`config.mk`:
```
export PLATFORM = sky130hd
export DESIGN_NAME = rtc_ctrl
export DESIGN_NICKNAME = d
export VERILOG_FILES = /design/src/rtl/rtc_pkg.sv /design/src/rtl/bcd_digit_ctr.sv /design/src/rtl/rtc_ctrl.sv
export SDC_FILE = /design/constraint.sdc
export NUM_CORES = 1
export LEC_CHECK = 0
export CORE_MARGIN = 3
export CORE_UTILIZATION = 25
export DETAILED_ROUTE_END_ITERATION = 10
export GPL_TIMING_DRIVEN = 0
export PLACE_DENSITY = 0.42
export SETUP_SLACK_MARGIN = 0.15
export SLEW_MARGIN = 10
export SYNTH_ARGS = -nofsm -noshare
export SYNTH_HDL_FRONTEND = slang
export SYNTH_SLANG_ARGS = --single-unit
```
`constraint.sdc`:
```
create_clock -name clk -period 5.25 [get_ports clk]
set_input_delay 0.7875 -clock clk [delete_from_list [all_inputs] [get_ports clk]]
set_output_delay 0.7875 -clock clk [all_outputs]
set_load 0.02 [all_outputs]
```
`src/rtl/rtc_pkg.sv`:
```
// Shared types, BCD limits and field validation for the RTC timekeeping controller.
package rtc_pkg;

    typedef enum logic [2:0] {
        RESET,
        RUN,
        VALIDATE,
        HOLD,
        ACK
    } state_e;

    localparam logic [7:0] SEC_MAX = 8'h59;
    localparam logic [7:0] MIN_MAX = 8'h59;
    localparam logic [7:0] HR_MAX  = 8'h23;

    // A field is acceptable when both nibbles are decimal digits and the value
    // does not exceed its limit (BCD compares correctly as binary once digits are legal).
    function automatic logic bcd_valid(input logic [7:0] value, input logic [7:0] max_val);
        return (value[7:4] <= 4'd9) && (value[3:0] <= 4'd9) && (value <= max_val);
    endfunction

endpackage

```
`src/rtl/bcd_digit_ctr.sv`:
```
// Two-digit BCD counter: load has priority over increment, wraps to 00 after max_i
// and reports a carry in the cycle the wrap is taken.
module bcd_digit_ctr (
    input  logic       clk,
    input  logic       rst,
    input  logic       inc_i,
    input  logic       load_i,
    input  logic [7:0] load_val_i,
    input  logic [7:0] max_i,
    output logic [7:0] val_o,
    output logic       carry_o
);

    logic [7:0] val_q;
    logic [7:0] val_d;

    assign val_o   = val_q;
    assign carry_o = inc_i && !load_i && (val_q == max_i);

    // Next value: load, wrap at max, low-digit rollover, or plain low-digit increment.
    always_comb begin
        val_d = val_q;
        if (load_i) begin
            val_d = load_val_i;
        end else if (inc_i) begin
            if (val_q == max_i) begin
                val_d = 8'h00;
            end else if (val_q[3:0] == 4'd9) begin
                val_d = {val_q[7:4] + 4'd1, 4'h0};
            end else begin
                val_d = {val_q[7:4], val_q[3:0] + 4'd1};
            end
        end
    end

    // Counter register.
    always_ff @(posedge clk) begin
        if (rst) begin
            val_q <= 8'h00;
        end else begin
            val_q <= val_d;
        end
    end

endmodule

```
`src/rtl/rtc_ctrl.sv`:
```
// RTC timekeeping controller: BCD hh:mm:ss driven by the 1 Hz tick, host time-set
// handshake that holds the divider in reset while loading, and an oscillator stall monitor.
// Optional alarm comparator is built when RTC_ALARM_EN is defined.
module rtc_ctrl
    import rtc_pkg::*;
#(
    parameter int HOLD_CYCLES = 4,
    parameter int STALL_LIMIT = 12000000,
    parameter int STALL_W     = 24
) (
    input  logic       clk,
    input  logic       rst,
    input  logic       one_hz,
    input  logic       run_en,
    input  logic       set_req,
    input  logic [7:0] set_sec,
    input  logic [7:0] set_min,
    input  logic [7:0] set_hr,
`ifdef RTC_ALARM_EN
    input  logic       alarm_set,
    input  logic [7:0] alarm_min,
    input  logic [7:0] alarm_hr,
    input  logic       alarm_clr,
    output logic       alarm,
`endif
    output logic       set_ack,
    output logic       set_err,
    output logic       div_rst,
    output logic [7:0] sec,
    output logic [7:0] min,
    output logic [7:0] hr,
    output logic       time_valid,
    output logic       osc_fail
);

    localparam int HOLD_W = $clog2(HOLD_CYCLES + 1);

    state_e              state_q;
    logic [HOLD_W-1:0]   hold_cnt_q;
    logic                armed_q;
    logic                set_ack_q;
    logic                set_err_q;
    logic                div_rst_q;
    logic                time_valid_q;
    logic                osc_fail_q;
    logic [STALL_W-1:0]  stall_q;
    logic [STALL_W-1:0]  stall_d;
    logic [7:0]          ld_sec_q;
    logic [7:0]          ld_min_q;
    logic [7:0]          ld_hr_q;
    logic [7:0]          sec_q;
    logic [7:0]          min_q;
    logic [7:0]          hr_q;
    logic                tick_adv;
    logic                load_time;
    logic                fields_ok;
    logic                sec_carry;
    logic                min_carry;
    logic                hr_carry_unused;

    // Ticks only count in RUN; the first HOLD cycle commits the staged time.
    assign tick_adv  = (state_q == RUN) && one_hz && run_en;
    assign load_time = (state_q == HOLD) && (hold_cnt_q == '0);
    assign fields_ok = bcd_valid(set_sec, SEC_MAX) && bcd_valid(set_min, MIN_MAX) &&
                       bcd_valid(set_hr, HR_MAX);

    // Handshake FSM with registered set_ack/set_err/div_rst/time_valid.
    // armed_q blocks a second set until the host has dropped set_req for a cycle.
    always_ff @(posedge clk) begin
        if (rst) begin
            state_q      <= RESET;
            hold_cnt_q   <= '0;
            armed_q      <= 1'b1;
            set_ack_q    <= 1'b0;
            set_err_q    <= 1'b0;
            div_rst_q    <= 1'b1;
            time_valid_q <= 1'b0;
        end else begin
            set_ack_q <= 1'b0;
            set_err_q <= 1'b0;
            if (!set_req) begin
                armed_q <= 1'b1;
            end
            case (state_q)
                RESET: begin
                    state_q   <= RUN;
                    div_rst_q <= 1'b0;
                end
                RUN: begin
                    if (set_req && armed_q) begin
                        state_q <= VALIDATE;
                        armed_q <= 1'b0;
                    end
                end
                VALIDATE: begin
                    if (fields_ok) begin
                        state_q    <= HOLD;
                        div_rst_q  <= 1'b1;
                        hold_cnt_q <= '0;
                    end else begin
                        state_q   <= ACK;
                        set_ack_q <= 1'b1;
                        set_err_q <= 1'b1;
                    end
                end
                HOLD: begin
                    if (load_time) begin
                        time_valid_q <= 1'b1;
                    end
                    if (hold_cnt_q == HOLD_W'(HOLD_CYCLES - 1)) begin
                        state_q   <= ACK;
                        div_rst_q <= 1'b0;
                        set_ack_q <= 1'b1;
                    end else begin
                        hold_cnt_q <= hold_cnt_q + 1'b1;
                    end
                end
                ACK: begin
                    state_q <= RUN;
                end
                default: begin
                    state_q   <= RESET;
                    div_rst_q <= 1'b1;
                end
            endcase
        end
    end

    // Stage the requested time when it is validated so the load uses the checked values.
    always_ff @(posedge clk) begin
        if (state_q == VALIDATE) begin
            ld_sec_q <= set_sec;
            ld_min_q <= set_min;
            ld_hr_q  <= set_hr;
        end
    end

    // Stall counter: cleared by a tick or while the divider is held, saturates at the limit.
    always_comb begin
        stall_d = stall_q;
        if (div_rst_q || one_hz) begin
            stall_d = '0;
        end else if (stall_q != STALL_W'(STALL_LIMIT)) begin
            stall_d = stall_q + 1'b1;
        end
    end

    // Stall counter register and sticky oscillator-fail flag.
    always_ff @(posedge clk) begin
        if (rst) begin
            stall_q    <= '0;
            osc_fail_q <= 1'b0;
        end else begin
            stall_q <= stall_d;
            if (stall_d == STALL_W'(STALL_LIMIT)) begin
                osc_fail_q <= 1'b1;
            end
        end
    end

    bcd_digit_ctr u_sec (
        .clk        (clk),
        .rst        (rst),
        .inc_i      (tick_adv),
        .load_i     (load_time),
        .load_val_i (ld_sec_q),
        .max_i      (SEC_MAX),
        .val_o      (sec_q),
        .carry_o    (sec_carry)
    );

    bcd_digit_ctr u_min (
        .clk        (clk),
        .rst        (rst),
        .inc_i      (sec_carry),
        .load_i     (load_time),
        .load_val_i (ld_min_q),
        .max_i      (MIN_MAX),
        .val_o      (min_q),
        .carry_o    (min_carry)
    );

    bcd_digit_ctr u_hr (
        .clk        (clk),
        .rst        (rst),
        .inc_i      (min_carry),
        .load_i     (load_time),
        .load_val_i (ld_hr_q),
        .max_i      (HR_MAX),
        .val_o      (hr_q),
        .carry_o    (hr_carry_unused)
    );

`ifdef RTC_ALARM_EN
    logic       tick_adv_q;
    logic       alarm_q;
    logic [7:0] alarm_min_q;
    logic [7:0] alarm_hr_q;
    logic       alarm_match;

    // The time shown the cycle after an applied tick is compared; a match beats a clear.
    assign alarm_match = tick_adv_q && time_valid_q && (sec_q == 8'h00) &&
                         (min_q == alarm_min_q) && (hr_q == alarm_hr_q);
    assign alarm       = alarm_q;

    // Alarm compare registers and sticky alarm flag.
    always_ff @(posedge clk) begin
        if (rst) begin
            tick_adv_q  <= 1'b0;
            alarm_q     <= 1'b0;
            alarm_min_q <= 8'h00;
            alarm_hr_q  <= 8'h00;
        end else begin
            tick_adv_q <= tick_adv;
            if (alarm_set) begin
                alarm_min_q <= alarm_min;
                alarm_hr_q  <= alarm_hr;
            end
            if (alarm_match) begin
                alarm_q <= 1'b1;
            end else if (alarm_clr) begin
                alarm_q <= 1'b0;
            end
        end
    end
`else
    // Alarm comparator not built in this configuration.
`endif

    assign set_ack    = set_ack_q;
    assign set_err    = set_err_q;
    assign div_rst    = div_rst_q;
    assign sec        = sec_q;
    assign min        = min_q;
    assign hr         = hr_q;
    assign time_valid = time_valid_q;
    assign osc_fail   = osc_fail_q;

endmodule
```
==> flow_summary_export.csv <==
group,metric,value,unit
cts,cts_resized,0,
final_layout,areaGrowthSynthToFinish,28.13,%
setup_path,cp-end-kind,"flop",
floorplan,initial_core_util,0.2582,
synth,ys.flop_type,"dfxtp_1",
cts,cts_hold_buffers,0,
detailed_routing,vias,3741,
cts,h-tree-depth,3,
setup_path,crit_type,"in2reg",
sta,relSlewSlack,0.4940,
detailed_routing,antenna_left,0,
synth,synth.distinct_cells,64,
synth,ys_ff_latch,84,
placement,routabilityCongestion,0.7614,
final_layout,antennaDiodeCount,0,
final_layout,final_util,0.3309,
floorplan,num_rows,47,
detailed_routing,wl_per_cell,15.49,um
cts,clk_latency,350,ps
sta,rsz0062_at_grt,"no",
synth,syn-cell-area,4328,um^2
final_layout,drive_above_1_share,0.07861,
sta,tightest_slew,757.4,ps
global_route,grt_usage,0.1300,
power_and_ir_drop,power.density,289.4,nW/um^2
final_layout,n_fill_cell,1741,
detailed_routing,vias_per_cell,4.877,
synth,synth.avg_cell_area,9.131,um^2
setup_path,cp_max_fo,9,
sta,fin_crit_sh,0.5712,
synth,ys_seq_area_frac,0.4441,
detailed_routing,drtIter0Drc,193,
sta,setup_viol,0,
synth,yosysWarnings,0,
power_and_ir_drop,ir_drop,0.0001662,V
power_and_ir_drop,p_leak,0.001832,uW
global_route,overflow,0,
setup_path,startpoint_type,"primary input",
setup_path,worstPathArrival,3200,ps
sta,slew_viol_final,0,
hold_path,min_path_cells,2,
hold_path,min_from,"osc_fail$_SDFFE_PP0N_",
synth,syn_inst,474,
floorplan,die_h,137.6,um
setup_path,slowest_delay,600,ps
global_route,grt_pass1_vias,3613,
synth,async_reset_ff_frac,0,
setup_path,crit_start,"one_hz",
cts,cts-root-buf,"clkbuf_16",
synth,synth_fp_nets,520,
setup_path,worst_ep_required_time,5450,ps
detailed_routing,first_pass_iters,4,
placement,dp_hpwl,8553,um
placement,post-place-ws,1865,ps
floorplan,die_area,18930,um^2
cts,cts_tree,"yes",
final_layout,num-nets-final,588,
detailed_routing,remaining_drc_errors,0,
cts,path_clk_slew,70,ps
sta,finalHoldViolations,0,
run,timing.max_cap.violations,0,
floorplan,fp.dieW,137.6,um
floorplan,coreArea,16760,um^2
global_route,grt_max_degree,26,
floorplan,ios,58,
placement,port_buffers,57,
setup_path,crit_top_cell,"a211oi_1",
sta,finalClockSkew,7.396,ps
global_route,antenna_found_initial,0,
sta,setup_slack,2251,ps
sta,finalSetupTns,0,ps
synth,synth_edf_count,24,
cts,clock_sinks,84,
cts,cts_buffer_depth,2,
setup_path,r2r_start,"state_q[1]$_SDFFE_PP0P_",
global_route,grt_pass1_wl,18930,um
status,status,"finished, final reports clean",
hold_path,hp-class,"reg2reg",
sta,min_period,2999,ps
setup_path,ff2ff_path_depth,7,
cts,cts_setup_buffers,0,
detailed_routing,drt-total-wl,11880,um
cts,numCtsBuffers,9,
setup_path,cp_cell_sequence,"clkdlybuf4s50_1 > nand2_1 > nor4_4 > a31oi_2 > nand2b_1 > clkbuf_2 > a211oi_1 > a211oi_1",
setup_path,slowest_stage,"clkdlybuf4s50_1",
sta,max_freq,333.5,MHz
==> worst max-delay path, delay by kind of cell <==
kind            cells  cell delay [ps]
simple gates        3              980
buf+inv             2              790
compound gates      3              640
==> power by group <==
group          switching [uW]  internal [uW]  total [uW]  leakage [uW]
Combinational            62.3           53.8         116      0.000950
Sequential               14.6            682         696      0.000703
Clock                     280            512         792      0.000179
Total                     357           1250        1600       0.00183
==> logic make-up (layout without fill, tap and decap cells) <==
kind of cell | Yosys count | after routing | share of synthesized area
and+or+nand+nor | 206 | 206 | 0.2524
buffers and inverters | 42 | 115 | 0.04192
muxes | 9 | 9 | 0.02082
AOI/OAI and AO/OA | 97 | 97 | 0.1532
adders and majority gates | 17 | 17 | 0.04915
DFF | 84 | 84 | 0.4441
xor gates and xnor gates | 19 | 19 | 0.03845
==> worst paths after layout <==
path	end	slack, ps
worst min register to register	osc_fail$_SDFFE_PP0N_	460
worst max-delay path	u_hr.val_o[4]$_SDFFE_PP0P_	2250
worst min-delay path	osc_fail$_SDFFE_PP0N_	460
worst max register to register	u_hr.val_o[2]$_SDFFE_PP0P_	2380
==> metal layers <==
| metal | share of wire | global-route usage | vias up | routed length [um] |
|---|---|---|---|---|
| met5 | 0 | 0 | - | 0 |
| met4 | 0.015 | 0.04435 | 0 | 182 |
| met3 | 0.045 | 0.03104 | 15 | 537 |
| met2 | 0.45 | 0.1993 | 67 | 5358 |
| li1 | - | - | 1865 | - |
| met1 | 0.49 | 0.1789 | 1794 | 5805 |
==> cells in the mapped netlist (3+ instances only) <==
cell type / n / share of area
a21oi_1: 24 / 0.028
o21bai_1: 3 / 0.0052
clkbuf_1: 14 / 0.012
a2bb2oi_1: 3 / 0.0061
nor2b_1: 7 / 0.010
nor3_1: 16 / 0.019
nand2_1: 35 / 0.030
or3_1: 5 / 0.0072
o31ai_1: 4 / 0.0069
dfxtp_1: 60 / 0.28
inv_1: 15 / 0.013
or4_1: 3 / 0.0052
xnor2_1: 9 / 0.018
nand2b_1: 3 / 0.0043
nor2_1: 63 / 0.055
edfxtp_1: 24 / 0.17
nand4_1: 12 / 0.017
nand4b_1: 4 / 0.0081
buf_2: 8 / 0.0093
xor2_1: 10 / 0.020
a31oi_1: 4 / 0.0058
a211oi_1: 16 / 0.028
nor4_1: 4 / 0.0058
mux2i_1: 9 / 0.021
nand3b_1: 9 / 0.016
nand3_1: 20 / 0.023
ha_1: 17 / 0.049
o21ai_0: 19 / 0.022
and3_1: 6 / 0.0087
==> state kept, by name, summed over array words and instances (netlist names) <==
name / flops
time_valid: 1
ld_hr_q: 8
u_hr.val_o: 8
state_q: 3
ld_min_q: 8
u_min.val_o: 8
armed_q: 1
set_err: 1
set_ack: 1
ld_sec_q: 8
stall_q: 24
u_sec.val_o: 8
hold_cnt_q: 3
div_rst: 1
osc_fail: 1
==> layout by cell type (no fill, tap or decap), drive strengths merged, types with 3 or more instances in the layout <==
| cell | n |
|---|---|
| o21bai | 3 |
| mux2i | 9 |
| clkdlybuf4s50 | 57 |
| xnor2 | 9 |
| clkinv | 3 |
| o21ai | 19 |
| nand4b | 4 |
| nand2b | 3 |
| or4 | 5 |
| or3b | 3 |
| nand3b | 9 |
| bufinv | 4 |
| nor2 | 63 |
| nor3 | 16 |
| or3 | 5 |
| nor4 | 5 |
| o31ai | 4 |
| and3 | 6 |
| a31oi | 5 |
| edfxtp | 24 |
| nand4 | 12 |
| a2bb2oi | 3 |
| nor2b | 7 |
| nand3 | 20 |
| xor2 | 10 |
| clkbuf | 25 |
| dfxtp | 60 |
| inv | 15 |
| ha | 17 |
| a21oi | 24 |
| nand2 | 35 |
| a211oi | 16 |
| buf | 11 |
==> stage by stage <==
stage	cell area, um^2	hold slack, ps	power (uW)	cells
finish	5545	460.4	1605	767
global route	5545	483.3	1663	767
floorplan	4328	436.7	765.2	474
global placement	5174	456.1	828.2	751
CTS	5545	467.1	1630	767
detailed placement	5181	452.1	828.3	751
==> area by class of cell <==
| cell class | count | area, um^2 | share of cell area |
|---|---|---|---|
| plain buffers | 27 | 125.1 | 0.02256 |
| clock buffers | 9 | 225.2 | 0.04061 |
| clock inverters | 7 | 138.9 | 0.02505 |
| inverters | 15 | 56.30 | 0.01015 |
| multi-input cells | 348 | 2232 | 0.4025 |
| flip-flops and latches | 84 | 1922 | 0.3466 |
| well taps | 220 | 275.3 | 0.04964 |
| repair buffers | 57 | 570.5 | 0.1029 |
(Power assumes the default switching activity.)
